## config.mk

```make
export PLATFORM = sky130hd
export DESIGN_NAME = alu_bist
export DESIGN_NICKNAME = d
export VERILOG_FILES = /design/src/rtl/alu_bist_pkg.sv /design/src/rtl/alu_bist_lfsr32_galois.sv /design/src/rtl/alu_bist.sv
export SDC_FILE = /design/constraint.sdc
export NUM_CORES = 1
export LEC_CHECK = 0
export CAP_MARGIN = 0
export CELL_PAD_IN_SITES_DETAIL_PLACEMENT = 1
export CELL_PAD_IN_SITES_GLOBAL_PLACEMENT = 2
export CORE_MARGIN = 2
export CORE_UTILIZATION = 31
export DETAILED_ROUTE_END_ITERATION = 7
export GPL_TIMING_DRIVEN = 0
export HOLD_SLACK_MARGIN = 0.03
export PLACE_DENSITY = 0.78
export SLEW_MARGIN = 40
export SYNTH_ARGS = -nofsm -noshare
export SYNTH_HDL_FRONTEND = slang
export SYNTH_SLANG_ARGS = --single-unit
```

## constraint.sdc

```tcl
create_clock -name clk -period 8.7 [get_ports clk]
set_clock_uncertainty 0.2 [all_clocks]
set_input_delay 2.175 -clock clk [delete_from_list [all_inputs] [get_ports clk]]
set_output_delay 2.175 -clock clk [all_outputs]
set_load 0.01 [all_outputs]
```

## src/rtl/alu_bist_pkg.sv

```systemverilog
// Shared definitions for the ALU BIST: LFSR/MISR polynomial, FSM encoding, opcode width.
package alu_bist_pkg;

  localparam logic [31:0] LFSR_POLY = 32'h8020_0003;
  localparam int          OP_W      = 4;

  typedef enum logic [1:0] {
    ST_IDLE  = 2'd0,
    ST_RUN   = 2'd1,
    ST_DRAIN = 2'd2,
    ST_DONE  = 2'd3
  } state_e;

  // Right-shifting Galois step: feed the LSB back through the tap mask.
  function automatic logic [31:0] galois_step(input logic [31:0] s);
    return (s >> 1) ^ (s[0] ? LFSR_POLY : 32'h0000_0000);
  endfunction

endpackage

```

## src/rtl/alu_bist_lfsr32_galois.sv

```systemverilog
// 32-bit Galois LFSR pattern source; load has priority over enable.
module lfsr32_galois
  import alu_bist_pkg::*;
(
  input  logic        clk,
  input  logic        rst,
  input  logic        load,
  input  logic        enable,
  input  logic [31:0] seed,
  output logic [31:0] state
);

  logic [31:0] state_q;
  logic [31:0] state_d;

  always_comb begin
    state_d = state_q;
    if (load) begin
      state_d = seed;
    end else if (enable) begin
      state_d = galois_step(state_q);
    end
  end

  always_ff @(posedge clk or posedge rst) begin
    if (rst) begin
      state_q <= 32'h0000_0000;
    end else begin
      state_q <= state_d;
    end
  end

  assign state = state_q;

endmodule

```

## src/rtl/alu_bist.sv

```systemverilog
// ALU built-in self test: drives LFSR operand vectors with a rolling opcode and
// compacts the ALU responses into a MISR signature.
//
// state    | meaning
// ST_IDLE  | after reset, waiting for start
// ST_RUN   | one vector issued per cycle
// ST_DRAIN | one extra cycle to absorb the last captured response
// ST_DONE  | signature/pass valid and held; start re-arms a run
module alu_bist
  import alu_bist_pkg::*;
#(
  parameter logic [31:0] SEED_A     = 32'h0000_0005,
  parameter logic [31:0] SEED_B     = 32'h0000_0003,
  parameter logic [31:0] GOLDEN_SIG = 32'h0000_0000,
  parameter int          CNT_W      = 20
) (
  input  logic             clk,
  input  logic             rst,
  input  logic             start,
  input  logic [CNT_W-1:0] num_vectors,
  output logic [31:0]      A,
  output logic [31:0]      B,
  output logic [OP_W-1:0]  ALUControl,
  input  logic [31:0]      Result,
  input  logic [3:0]       ALUFlags,
  output logic             busy,
  output logic             done,
  output logic [31:0]      signature,
  output logic             pass
);

  localparam logic [CNT_W-1:0] CNT_ONE = {{(CNT_W-1){1'b0}}, 1'b1};

  state_e           state_q, state_d;
  logic [CNT_W-1:0] cnt_q, cnt_d;
  logic [CNT_W-1:0] nvec_q, nvec_d;
  logic [31:0]      a_q, a_d;
  logic [31:0]      b_q, b_d;
  logic [OP_W-1:0]  op_q, op_d;
  logic [31:0]      misr_q, misr_d;
  logic [31:0]      resp_q, resp_d;
  logic             cap_q, cap_d;

  logic             lfsr_load;
  logic             lfsr_en;
  logic [31:0]      lfsr_a;
  logic [31:0]      lfsr_b;
  logic             accept;
  logic             last_vec;
  logic [CNT_W-1:0] cnt_inc;

  lfsr32_galois u_lfsr_a (
    .clk    (clk),
    .rst    (rst),
    .load   (lfsr_load),
    .enable (lfsr_en),
    .seed   (SEED_A),
    .state  (lfsr_a)
  );

  lfsr32_galois u_lfsr_b (
    .clk    (clk),
    .rst    (rst),
    .load   (lfsr_load),
    .enable (lfsr_en),
    .seed   (SEED_B),
    .state  (lfsr_b)
  );

  assign accept   = start && ((state_q == ST_IDLE) || (state_q == ST_DONE));
  assign last_vec = (cnt_q == (nvec_q - CNT_ONE));
  assign cnt_inc  = cnt_q + CNT_ONE;

  always_comb begin
    state_d   = state_q;
    cnt_d     = cnt_q;
    nvec_d    = nvec_q;
    a_d       = a_q;
    b_d       = b_q;
    op_d      = op_q;
    resp_d    = resp_q;
    cap_d     = 1'b0;
    lfsr_load = 1'b0;
    lfsr_en   = 1'b0;
    // The response captured on the previous cycle is folded in one cycle later.
    misr_d    = cap_q ? (galois_step(misr_q) ^ resp_q) : misr_q;

    unique case (state_q)
      ST_IDLE, ST_DONE: begin
        if (accept) begin
          nvec_d    = num_vectors;
          cnt_d     = '0;
          misr_d    = 32'h0000_0000;
          lfsr_load = 1'b1;
          if (num_vectors != '0) begin
            state_d = ST_RUN;
            a_d     = SEED_A;
            b_d     = SEED_B;
            op_d    = '0;
          end else begin
            state_d = ST_DONE;
          end
        end
      end
      ST_RUN: begin
        cap_d   = 1'b1;
        resp_d  = Result ^ {28'b0, ALUFlags};
        lfsr_en = 1'b1;
        if (last_vec) begin
          state_d = ST_DRAIN;
        end else begin
          cnt_d = cnt_inc;
          a_d   = galois_step(lfsr_a);
          b_d   = galois_step(lfsr_b);
          op_d  = cnt_inc[OP_W-1:0];
        end
      end
      ST_DRAIN: begin
        state_d = ST_DONE;
      end
      default: begin
        state_d = ST_IDLE;
      end
    endcase
  end

  always_ff @(posedge clk or posedge rst) begin
    if (rst) begin
      state_q <= ST_IDLE;
      cnt_q   <= '0;
      nvec_q  <= '0;
      a_q     <= 32'h0000_0000;
      b_q     <= 32'h0000_0000;
      op_q    <= '0;
      misr_q  <= 32'h0000_0000;
      resp_q  <= 32'h0000_0000;
      cap_q   <= 1'b0;
    end else begin
      state_q <= state_d;
      cnt_q   <= cnt_d;
      nvec_q  <= nvec_d;
      a_q     <= a_d;
      b_q     <= b_d;
      op_q    <= op_d;
      misr_q  <= misr_d;
      resp_q  <= resp_d;
      cap_q   <= cap_d;
    end
  end

  assign A          = a_q;
  assign B          = b_q;
  assign ALUControl = op_q;
  assign signature  = misr_q;
  assign busy       = (state_q == ST_RUN) || (state_q == ST_DRAIN);
  assign done       = (state_q == ST_DONE);
  assign pass       = (state_q == ST_DONE) && (misr_q == GOLDEN_SIG);

endmodule

```

==> results of run 1 <==
flip-flops by register name, indices dropped and copies added, names as in the netlist:
name / flops
cnt_q: 20
state_q: 2
cap_q: 1
nvec_q: 20
A: 32
u_lfsr_b.state: 32
signature: 32
resp_q: 32
u_lfsr_a.state: 32
B: 32
ALUControl: 4
cell type report:
cell class | count | area [um2] | share of cell area
Clock inverter | 6 | 116 | 0.00828
Multi-Input combinational cell | 763 | 4320 | 0.307
Clock buffer | 41 | 800 | 0.0569
Buffer | 71 | 308 | 0.0219
Sequential cell | 239 | 5980 | 0.426
Timing Repair Buffer | 173 | 1920 | 0.137
Inverter | 12 | 48.8 | 0.00347
Tap cell | 448 | 561 | 0.0399
cells in the final DEF, fill, tap and decap left out, types with 10 or more instances in the layout:
master / n
nor2_1: 52
a21oi_1: 82
mux2_2: 28
inv_1: 10
nand2b_1: 14
clkdlybuf4s50_1: 161
clkbuf_16: 28
clkbuf_1: 57
xor2_1: 15
o21ai_1: 32
nand3_1: 15
nor4_1: 15
o21ai_0: 49
dfrtp_1: 239
xnor2_1: 55
a211oi_1: 34
nand2_1: 266
worst min path at each step:
stage          slack, ns          to       start  depth (start not counted)
6_report            0.28       A[22]       A[22]                          2
3_3_place_gp        0.27        A[5]        A[5]                          2
2_1_floorplan       0.27  nvec_q[19]  nvec_q[19]                          2
3_5_place_dp        0.27       A[22]       A[22]                          2
4_1_cts             0.29       A[22]       A[22]                          2
5_1_grt             0.29       A[27]       A[27]                          2
worst max-delay path: stages, from the launching register on:
cell and delay, ns:
dfrtp_1 0.38, clkbuf_1 0.18, inv_1 0.09, ha_1 0.15, nor4b_1 0.29, nand4_1 0.20
nor2_1 0.15, clkdlybuf4s50_1 0.55
cells in the mapped netlist, types with 6 or more instances:
master    number  area share
nand3_1       15      0.0070
or4_1          9      0.0063
and2_1         6      0.0035
o21ai_1       32       0.015
a21oi_1       82       0.039
ha_1           6      0.0070
mux2_2        28       0.030
nand2_1      266       0.094
dfrtp_1      239        0.56
o21ai_0       49       0.023
xor2_1        15       0.012
nand2b_1      14      0.0082
clkbuf_1      50       0.018
nand4_1        6      0.0035
nor2_1        52       0.018
xnor2_1       55       0.045
a211oi_1      34       0.024
o31ai_1        7      0.0049
nor4_1        15      0.0088
o211ai_1       6      0.0042
buf_2          8      0.0038
nor3_1         8      0.0038
inv_1         11      0.0039
buf_1          6      0.0021
buf_4          6      0.0042
power by group:
group	switching, mW	internal, mW
combinational	1.13	0.802
sequential	0.275	1.41
clock	0.466	0.719
total	1.87	2.93
per-layer routing:
layer	global-route usage	part of all wire	vias to the layer above
met5	0	0	-
met4	0.0370	0.018	0
met3	0.0361	0.048	41
met2	0.301	0.47	136
met1	0.249	0.46	4309
li1	-	-	4121
metrics by stage:
stage | hold WS (ns) | setup slack, ns | std cells | utilization
after floorplan | 0.267 | 3.19 | 1085 | -
final | 0.277 | 3.80 | 1753 | 0.417
after global placement | 0.271 | 1.11 | 1694 | 0.381
after global routing | 0.291 | 3.58 | 1753 | 0.417
after CTS | 0.285 | 3.71 | 1753 | 0.417
after detailed placement | 0.272 | 3.55 | 1706 | 0.390
logic make-up after synthesis:
kind of cell | count (synthesis)
buffers and inverters | 83
adder cells (fa/ha/maj) | 6
flip-flops | 239
XOR/XNOR | 70
multiplexers | 33
AO/OA/AOI/OAI | 233
AND/OR/NAND/NOR | 421
==> flow_summary_export.csv, run 1 <==
group,metric,value,unit
status,outcome,"completed",
timing,slew_headroom,0.506,
synth,synthArstFlopShare,1.00,
timing,fin_crit,4.90,ns
global_route,grt_pass1_wl,52.6,mm
worst_setup_path,crit_type,"register to primary output",
placement,place_hpwl,23.4,mm
synth,synth_compound_area_frac,0.128,
worst_setup_path,r2r_start,"nvec_q[0]",
synth,synthMuxAreaShare,0.0344,
clocking,cts_num_sinks,239,
worst_setup_path,startpoint_type,"register",
timing,finalHoldViolCount,0,
timing,fin_crit_sh,0.564,
clocking,cts-root-buf,"clkbuf_16",
timing,rsz0062_at_grt,"no",
global_route,grt_max_degree,25,
drt,vias,8607,
global_route,antenna_found_initial,0,
floorplanning,die_area,35800,um2
finish,layout-drive-gt1-share,0.0805,
pwr,finalPower,4.80,mW
synth,syn_inst,1085,
global_route,grt_usage,0.182,
synth,synth_seq_cells,239,
synth,synthFlopType,"dfrtp_1",
floorplanning,core,33700,um2
min_path,hp-class,"register to register",
clocking,cts_setup_buffers,0,
global_route,grt_pass1_vias,9344,
clocking,clock_path_buffers,3,
synth,synth_edf_count,0,
synth,synth.distinct_cells,57,
worst_setup_path,setup.worst_path.end,"pass",
synth,synth-simple-area-share,0.178,
placement,placed_cell_area,13100,um2
synth,netlist_area,10600,um2
finish,layout.nets,1353,
drt,vias_per_cell,4.91,
pwr,power.density,342,nW/um2
worst_setup_path,arrival,2.53,ns
timing,tightest_slew,0.741,ns
worst_setup_path,reg2reg_setup_slack,4.62,ns
floorplanning,fp.dieW,189,um
synth,synth_top_family_by_area,"simple AND/OR/NAND/NOR gates",
clocking,cts_resized,0,
finish,num_antenna_cells,0,
synth,synth_nets,1150,
clocking,cts_made_buffers,28,
drt,drtIter0Drc,389,
synth,synthAdderAreaFrac,0.00705,
finish,fillCellCount,3789,
clocking,clk_latency,0.54,ns
pwr,leakagePower,5.76,nW
worst_setup_path,reg2reg_to,"B[24]",
drt,wirelength,31.8,mm
synth,yosysWarnings,0,
placement,gp_congestion,0.755,
finish,final_area,14000,um2
finish,syn_to_final_growth,31.9,%
synth,postSynthAreaPerCell,9.81,um2
timing,timing.fmax,204,MHz
placement,place.port_buffers,161,
timing,drv_slew,0,
floorplanning,num_rows,67,
clocking,cts-htree-levels,1,
floorplanning,ios,162,
worst_setup_path,cp-end-kind,"primary output",
worst_setup_path,worst_r2r_path_depth,11,
floorplanning,start_util,0.316,
drt,drc,0,
timing,fin_tns_setup,0,ns
drt,postRouteAntennaNets,0,
global_route,grt-ovfl-total,0,
drt,drt_pre_antenna_iters,4,
pwr,peakVddDrop,162,uV
clocking,path_clk_slew,0.06,ns
synth,synth_xor_area_frac,0.0576,
synth,ys_seq_area_frac,0.562,
flow_run,maxCapViolCount,0,
worst_setup_path,critPathLaunch,"signature[0]",
timing,setup_viol,0,
drt,wl_per_cell,18.1,um
clocking,tritoncts,"built",
clocking,ctsHoldBuffers,0,
floorplanning,die_h,189,um
worst_setup_path,crit_required,6.33,ns
worst_setup_path,cp_max_fo,5,
No activity file was read; power rests on OpenSTA's default activity.
==> run 2: changes to the inputs <==
==> constraint.sdc (replaced) <==
create_clock -name clk -period 4.5 [get_ports clk]
set_clock_uncertainty 0.2 [all_clocks]
set_input_delay 1.125 -clock clk [delete_from_list [all_inputs] [get_ports clk]]
set_output_delay 1.125 -clock clk [all_outputs]
set_load 0.01 [all_outputs]
==> results of run 2 <==
Same layout as run 1 (identical final DEF). Status: completed.
Among the figures that moved: setup slack after placement 3.55 ns -> 0.393 ns; setup slack after layout 3.80 ns -> 0.423 ns; start point of the critical path signature[0] -> nvec_q[0]; end point of the critical path pass -> B[24]; register-to-register setup slack 4.62 ns -> 0.42 ns; total power 4.80 mW -> 9.28 mW; worst IR drop on VDD 162 uV -> 312 uV
==> run 3: changes to the inputs <==
--- a/config.mk
+++ b/config.mk
@@ -11,6 +11,7 @@
 export CORE_MARGIN = 2
 export CORE_UTILIZATION = 31
 export DETAILED_ROUTE_END_ITERATION = 7
+export GPL_ROUTABILITY_DRIVEN = 0
 export GPL_TIMING_DRIVEN = 0
 export HOLD_SLACK_MARGIN = 0.03
 export PLACE_DENSITY = 0.78
==> results of run 3 <==
Same layout as run 1 (identical final DEF). Status: completed.
Among the figures that moved: setup slack after placement 3.55 ns -> 0.393 ns; setup slack after layout 3.80 ns -> 0.423 ns; start point of the critical path signature[0] -> nvec_q[0]; end point of the critical path pass -> B[24]; register-to-register setup slack 4.62 ns -> 0.42 ns; total power 4.80 mW -> 9.28 mW; worst IR drop on VDD 162 uV -> 312 uV
